$ cat config.mk
export PLATFORM = sky130hd
export DESIGN_NAME = psg_env_ctrl_flat
export DESIGN_NICKNAME = d
export VERILOG_FILES = /design/src/rtl/psg_env_ctrl_if.sv /design/src/rtl/psg_env_ctrl.sv /design/src/flat_wrapper.sv
export SDC_FILE = /design/constraint.sdc
export NUM_CORES = 2
export LEC_CHECK = 0
export ABC_AREA = 1
export BUFFER_PORTS_ARGS = -buffer_cell sky130_fd_sc_hd__buf_2
export CORE_MARGIN = 1.5
export CORE_UTILIZATION = 57
export CTS_CLUSTER_DIAMETER = 40
export DETAILED_ROUTE_END_ITERATION = 16
export PLACE_DENSITY = 0.76
export SLEW_MARGIN = 20
export SYNTH_ARGS = -nofsm -noshare
export SYNTH_HDL_FRONTEND = slang
export SYNTH_SLANG_ARGS = --single-unit
$ cat constraint.sdc
create_clock -name clk -period 17.8 [get_ports clk]
set_input_delay 3.56 -clock clk [delete_from_list [all_inputs] [get_ports clk]]
set_output_delay 3.56 -clock clk [all_outputs]
set_load 0.005 [all_outputs]
$ cat src/rtl/psg_env_ctrl_if.sv
// Host, envelope-config and PSG attribute-write signals of psg_env_ctrl.
interface psg_env_ctrl_if;
    logic [5:0] host_addr;
    logic [7:0] host_wrdata;
    logic       host_write;
    logic [4:0] env_addr;
    logic [7:0] env_wrdata;
    logic       env_write;
    logic       tick;
    logic [5:0] attr_addr;
    logic [7:0] attr_wrdata;
    logic       attr_write;
    logic       busy;
    logic       overrun;

    modport master (
        output host_addr, host_wrdata, host_write,
        output env_addr, env_wrdata, env_write, tick,
        input  attr_addr, attr_wrdata, attr_write, busy, overrun
    );

    modport slave (
        input  host_addr, host_wrdata, host_write,
        input  env_addr, env_wrdata, env_write, tick,
        output attr_addr, attr_wrdata, attr_write, busy, overrun
    );
endinterface

$ cat src/rtl/psg_env_ctrl.sv
// PSG attribute-write arbiter: host pass-through plus a per-channel volume
// envelope engine that scans all 16 channels once per sample tick.
module psg_env_ctrl #(
    parameter int unsigned RATE_W = 8
) (
    input logic clk,
    input logic rst,
    psg_env_ctrl_if.slave bus
);
    typedef enum logic {IDLE, SCAN} state_t;

    state_t            state_q, state_d;
    logic [3:0]        ch_q, ch_d;
    logic              tick_pending_q, tick_pending_d;
    logic              overrun_q, overrun_d;
    logic [5:0]        attr_addr_q, attr_addr_d;
    logic [7:0]        attr_wrdata_q, attr_wrdata_d;
    logic              attr_write_q, attr_write_d;
    logic [7:0]        shadow_q [16];
    logic [7:0]        shadow_d [16];
    logic [5:0]        target_q [16];
    logic [5:0]        target_d [16];
    logic [RATE_W-1:0] rate_q [16];
    logic [RATE_W-1:0] rate_d [16];
    logic [RATE_W-1:0] cnt_q [16];
    logic [RATE_W-1:0] cnt_d [16];

    logic [3:0]        env_ch, host_ch;
    logic              env_sel;
    logic [5:0]        eff_target, vol;
    logic [RATE_W-1:0] eff_rate, eff_cnt;
    logic [7:0]        new_shadow;

    always_comb begin
        state_d        = state_q;
        ch_d           = ch_q;
        tick_pending_d = tick_pending_q;
        overrun_d      = 1'b0;
        attr_addr_d    = attr_addr_q;
        attr_wrdata_d  = attr_wrdata_q;
        attr_write_d   = 1'b0;
        shadow_d       = shadow_q;
        target_d       = target_q;
        rate_d         = rate_q;
        cnt_d          = cnt_q;

        env_ch  = bus.env_addr[4:1];
        env_sel = bus.env_addr[0];
        host_ch = bus.host_addr[5:2];

        // A config write to the channel under scan is bypassed into this
        // cycle's evaluation so the scan and the config never disagree.
        eff_target = target_q[ch_q];
        eff_rate   = rate_q[ch_q];
        eff_cnt    = cnt_q[ch_q];
        if (bus.env_write && env_ch == ch_q) begin
            if (!env_sel) begin
                eff_target = bus.env_wrdata[5:0];
            end else begin
                eff_rate = bus.env_wrdata[RATE_W-1:0];
                eff_cnt  = '0;
            end
        end
        vol        = shadow_q[ch_q][5:0];
        new_shadow = shadow_q[ch_q];

        if (bus.env_write) begin
            if (!env_sel) begin
                target_d[env_ch] = bus.env_wrdata[5:0];
            end else begin
                rate_d[env_ch] = bus.env_wrdata[RATE_W-1:0];
                cnt_d[env_ch]  = '0;
            end
        end

        if (bus.host_write) begin
            attr_addr_d   = bus.host_addr;
            attr_wrdata_d = bus.host_wrdata;
            attr_write_d  = 1'b1;
            if (bus.host_addr[1:0] == 2'd2) shadow_d[host_ch] = bus.host_wrdata;
        end

        if (state_q == IDLE) begin
            if (bus.tick || tick_pending_q) begin
                state_d        = SCAN;
                ch_d           = '0;
                tick_pending_d = 1'b0;
            end
        end else begin
            if (bus.tick) begin
                if (tick_pending_q) overrun_d = 1'b1;
                else                tick_pending_d = 1'b1;
            end
            if (!bus.host_write) begin
                if (eff_rate == '0) begin
                    cnt_d[ch_q] = '0;
                end else if (eff_cnt != '0) begin
                    cnt_d[ch_q] = eff_cnt - RATE_W'(1);
                end else begin
                    cnt_d[ch_q] = eff_rate - RATE_W'(1);
                    if (vol != eff_target) begin
                        new_shadow[5:0] = (vol < eff_target) ? vol + 6'd1 : vol - 6'd1;
                        shadow_d[ch_q]  = new_shadow;
                        attr_addr_d     = {ch_q, 2'b10};
                        attr_wrdata_d   = new_shadow;
                        attr_write_d    = 1'b1;
                    end
                end
                if (ch_q == 4'd15) state_d = IDLE;
                else               ch_d = ch_q + 4'd1;
            end
        end
    end

    always_ff @(posedge clk or posedge rst) begin
        if (rst) begin
            state_q        <= IDLE;
            ch_q           <= '0;
            tick_pending_q <= 1'b0;
            overrun_q      <= 1'b0;
            attr_addr_q    <= '0;
            attr_wrdata_q  <= '0;
            attr_write_q   <= 1'b0;
            for (int unsigned i = 0; i < 16; i++) begin
                shadow_q[i] <= '0;
                target_q[i] <= '0;
                rate_q[i]   <= '0;
                cnt_q[i]    <= '0;
            end
        end else begin
            state_q        <= state_d;
            ch_q           <= ch_d;
            tick_pending_q <= tick_pending_d;
            overrun_q      <= overrun_d;
            attr_addr_q    <= attr_addr_d;
            attr_wrdata_q  <= attr_wrdata_d;
            attr_write_q   <= attr_write_d;
            shadow_q       <= shadow_d;
            target_q       <= target_d;
            rate_q         <= rate_d;
            cnt_q          <= cnt_d;
        end
    end

    assign bus.attr_addr   = attr_addr_q;
    assign bus.attr_wrdata = attr_wrdata_q;
    assign bus.attr_write  = attr_write_q;
    assign bus.busy        = (state_q == SCAN);
    assign bus.overrun     = overrun_q;
endmodule

$ cat src/flat_wrapper.sv
// flat-port wrapper written by rule: the top's interface ports become plain ports
module psg_env_ctrl_flat 
#(
    parameter int unsigned RATE_W = 8
)
  (clk, rst, bus_host_addr, bus_host_wrdata, bus_host_write, bus_env_addr, bus_env_wrdata, bus_env_write, bus_tick, bus_attr_addr, bus_attr_wrdata, bus_attr_write, bus_busy, bus_overrun);
  psg_env_ctrl_if bus_i ();
  input logic clk;
  input logic rst;
  input wire logic [$bits(bus_i.host_addr)-1:0] bus_host_addr;
  input wire logic [$bits(bus_i.host_wrdata)-1:0] bus_host_wrdata;
  input wire logic [$bits(bus_i.host_write)-1:0] bus_host_write;
  input wire logic [$bits(bus_i.env_addr)-1:0] bus_env_addr;
  input wire logic [$bits(bus_i.env_wrdata)-1:0] bus_env_wrdata;
  input wire logic [$bits(bus_i.env_write)-1:0] bus_env_write;
  input wire logic [$bits(bus_i.tick)-1:0] bus_tick;
  output wire logic [$bits(bus_i.attr_addr)-1:0] bus_attr_addr;
  output wire logic [$bits(bus_i.attr_wrdata)-1:0] bus_attr_wrdata;
  output wire logic [$bits(bus_i.attr_write)-1:0] bus_attr_write;
  output wire logic [$bits(bus_i.busy)-1:0] bus_busy;
  output wire logic [$bits(bus_i.overrun)-1:0] bus_overrun;
  assign bus_i.host_addr = bus_host_addr;
  assign bus_i.host_wrdata = bus_host_wrdata;
  assign bus_i.host_write = bus_host_write;
  assign bus_i.env_addr = bus_env_addr;
  assign bus_i.env_wrdata = bus_env_wrdata;
  assign bus_i.env_write = bus_env_write;
  assign bus_i.tick = bus_tick;
  assign bus_attr_addr = bus_i.attr_addr;
  assign bus_attr_wrdata = bus_i.attr_wrdata;
  assign bus_attr_write = bus_i.attr_write;
  assign bus_busy = bus_i.busy;
  assign bus_overrun = bus_i.overrun;
  psg_env_ctrl #(.RATE_W(RATE_W)) u_core (.clk(clk), .rst(rst), .bus(bus_i));
endmodule
==> flow_summary_export.csv <==
group,metric,value,unit
outcome,status,"completed",
min_path,hp-class,"flop to flop",
min_path,hold_depth,2,
sta,relSlewSlack,22.48,%
sta,fin_skew,0.02963,ns
critical_path,cp.required,18.33,ns
place,place_congestion,1.009,
drt,first_iter_violations,3406,
sta,fmax,0.1428,GHz
floorplanning,coreArea,45670,sq um
yosys,yosysMostFrequentCell,"nand2_1",
yosys,synth_top_area_cell,"dfrtp_1",
critical_path,slowest_delay,0.39,ns
global_routing,grt_max_degree,102,
global_routing,grt_pass1_wl,133.5,mm
drt,wirelength,84.34,mm
sta,post-route-min-period,7.005,ns
sta,period_share,39.35,%
yosys,ys_top_cells_by_area,"dfrtp_1 (47%), nand2_1 (16%), o21ai_0 (11%)",
clocking,clockRootBuffer,"clkbuf_16",
sta,rsz0062_at_grt,"no",
drt,antenna_left,0,
floorplanning,die_h,218.7,um
power_and_ir_drop,p_leak,0.01423,uW
sta,drv_slew,0,
sta,tns,0,ns
yosys,synth_top_cell_area_share,47.37,%
place,hpwl,51.94,mm
clocking,cts.clk_slew.worst_paths,0.05,ns
final_layout,drive_above_1_share,7.184,%
yosys,ys_seq_elements,502,
drt,first_pass_iters,9,
final_layout,fin_area,29280,sq um
clocking,insertion_delay,0.63,ns
floorplanning,rows,78,
global_routing,grt_use_total,35.79,%
yosys,postSynth.topFlopCell,"dfrtp_1",
final_layout,diodes,0,
job,drv_cap,0,
final_layout,nets,3592,
final_layout,fillers,3964,
critical_path,reg2regPathDepth,22,
clocking,ctsHoldBuffers,0,
yosys,synth_nets,3669,
critical_path,startpoint_type,"input pin",
clocking,cts_buffers,77,
critical_path,crit_type,"input pin to flop",
place,io_buffers,48,
global_routing,antenna_found_initial,0,
clocking,cts_tree,"yes",
critical_path,cp.arrival,7.53,ns
floorplanning,die_x,218.7,um
critical_path,cpMostUsedCell,"inv_1",
critical_path,end_kind,"flop",
critical_path,cp_slowest_cell,"nand3b_1",
yosys,syn_inst,3618,
sta,worstMarginPinSlew,1.163,ns
clocking,cts-resized-gates,0,
drt,num_vias,25570,
drt,vias_per_cell,6.082,
drt,drc_errors,0,
global_routing,grt.overflow.total,0,
yosys,netlist_area,26520,sq um
yosys,synth_common_cells,"nand2_1 (1,109), o21ai_0 (599), dfrtp_1 (502)",
floorplanning,initial_utilization,58.06,%
place,dpl-instance-area,26580,sq um
yosys,seq_area_frac_synth,47.37,%
yosys,synth_area_per_cell,7.330,sq um
final_layout,area_growth,10.40,%
power_and_ir_drop,power.density,229.6,nW/um^2
yosys,yosysWarnings,0,
yosys,async_flop_share,100.0,%
clocking,cts_htree_levels,3,
sta,finalHoldViolCount,0,
drt,post_drt_wl_per_cell,20.06,um
critical_path,critical_path.max_fanout,12,
clocking,postCtsSetupRepairBufs,0,
clocking,clock_sinks,502,
yosys,synth_cell_types,46,
clocking,cts_buffer_depth,3,
floorplanning,dieArea,47830,sq um
yosys,synth_edf_count,0,
power_and_ir_drop,ir_drop,0.0003824,V
floorplanning,io-pin-count,49,
global_routing,grt_pass1_vias,24480,
sta,setup_violations,0,
-- worst max-delay path, delay by kind of cell --
family | cells | cell delay (ns)
fa+ha+maj | 2 | 0.65
simple gates | 10 | 1.53
compound gates | 6 | 1.12
buf+inv | 7 | 0.66
-- power breakdown --
group          total [uW]  internal (uW)  leakage [uW]  switching, uW
clock network        1570            974       0.00129            592
registers            1760           1510       0.00649            249
logic                3400            871       0.00646           2530
-- cells by family after synthesis --
| kind of cell | after synthesis | synth area share, % |
|---|---|---|
| simple gates | 1735 | 26.48 |
| compound gates | 854 | 16.86 |
| buf+inv | 504 | 8.237 |
| flops | 502 | 47.37 |
| fa+ha+maj | 19 | 0.9247 |
| xor+xnor | 4 | 0.1321 |
-- cell type report --
cell class,count,area (sq um),area share (%)
repair buffers,75,450.4,1.538
clock buffers,95,2148,7.337
inverters,273,1040,3.551
flip-flops and latches,502,12570,42.93
multi-input cells,2612,11780,40.24
clock inverters,48,539.3,1.842
well taps,600,750.7,2.564
-- final timing paths --
check	startpoint	end	slack, ns
max reg2reg	u_core.ch_q[1]	u_core.shadow_q[5]	11.64
min in group asynchronous	rst	u_core.target_q[39]	3.04
min reg2reg	u_core.target_q[60]	u_core.target_q[60]	0.48
min	u_core.target_q[60]	u_core.target_q[60]	0.48
max in group asynchronous	rst	u_core.cnt_q[73]	11.82
max	bus_env_addr[2]	u_core.shadow_q[5]	10.80
-- metrics by stage --
step | total power (uW) | hold slack, ns | setup slack [ns] | std cells | util [%]
finish | 6724 | 0.4786 | 10.80 | 4205 | 64.11
global route | 7135 | 0.4980 | 10.44 | 4205 | 64.11
CTS | 6627 | 0.4814 | 10.91 | 4205 | 64.09
detailed placement | 5044 | 0.4686 | 10.28 | 4062 | 58.20
global placement | 4923 | 0.4608 | 10.56 | 4062 | 58.20
floorplan | 4070 | 0.4478 | 0.2237 | 3618 | -
-- cells in the final DEF, fill, tap and decap left out, types with 3 or more instances in the layout --
cell / n
clkbuf_16: 80
inv_1: 255
dfrtp_1: 500
bufinv_16: 7
a221oi_1: 7
nor2_2: 6
buf_2: 48
clkbuf_1: 6
clkinvlp_4: 12
buf_4: 25
nand3_1: 244
a32o_1: 6
nor2_1: 322
a22o_1: 7
nand3_2: 6
clkinv_1: 11
o21bai_1: 4
xor2_1: 4
ha_1: 18
o22ai_1: 49
clkinv_4: 7
clkinv_2: 6
inv_2: 4
nand2_2: 15
a21oi_1: 42
o21ai_1: 128
o21ai_2: 3
nand4_1: 20
o21ai_0: 599
inv_6: 16
nand2_1: 1109
clkbuf_8: 9
-- sequential cells by signal, summed over array words and instances (netlist names), 4 cells and up --
register / flops
u_core.bus.attr_addr: 6
u_core.target_q: 96
u_core.shadow_q: 128
u_core.rate_q: 128
u_core.bus.attr_wrdata: 8
u_core.ch_q: 4
u_core.cnt_q: 128
-- routing by layer --
layer	track usage, %	vias to the layer above	wire length (um)
met5	0	-	0
met4	17.90	0	3970
met3	6.862	284	8806
met2	55.21	1526	38120
met1	48.38	12160	33450
li1	-	11610	-
(Power assumes the default switching activity.)
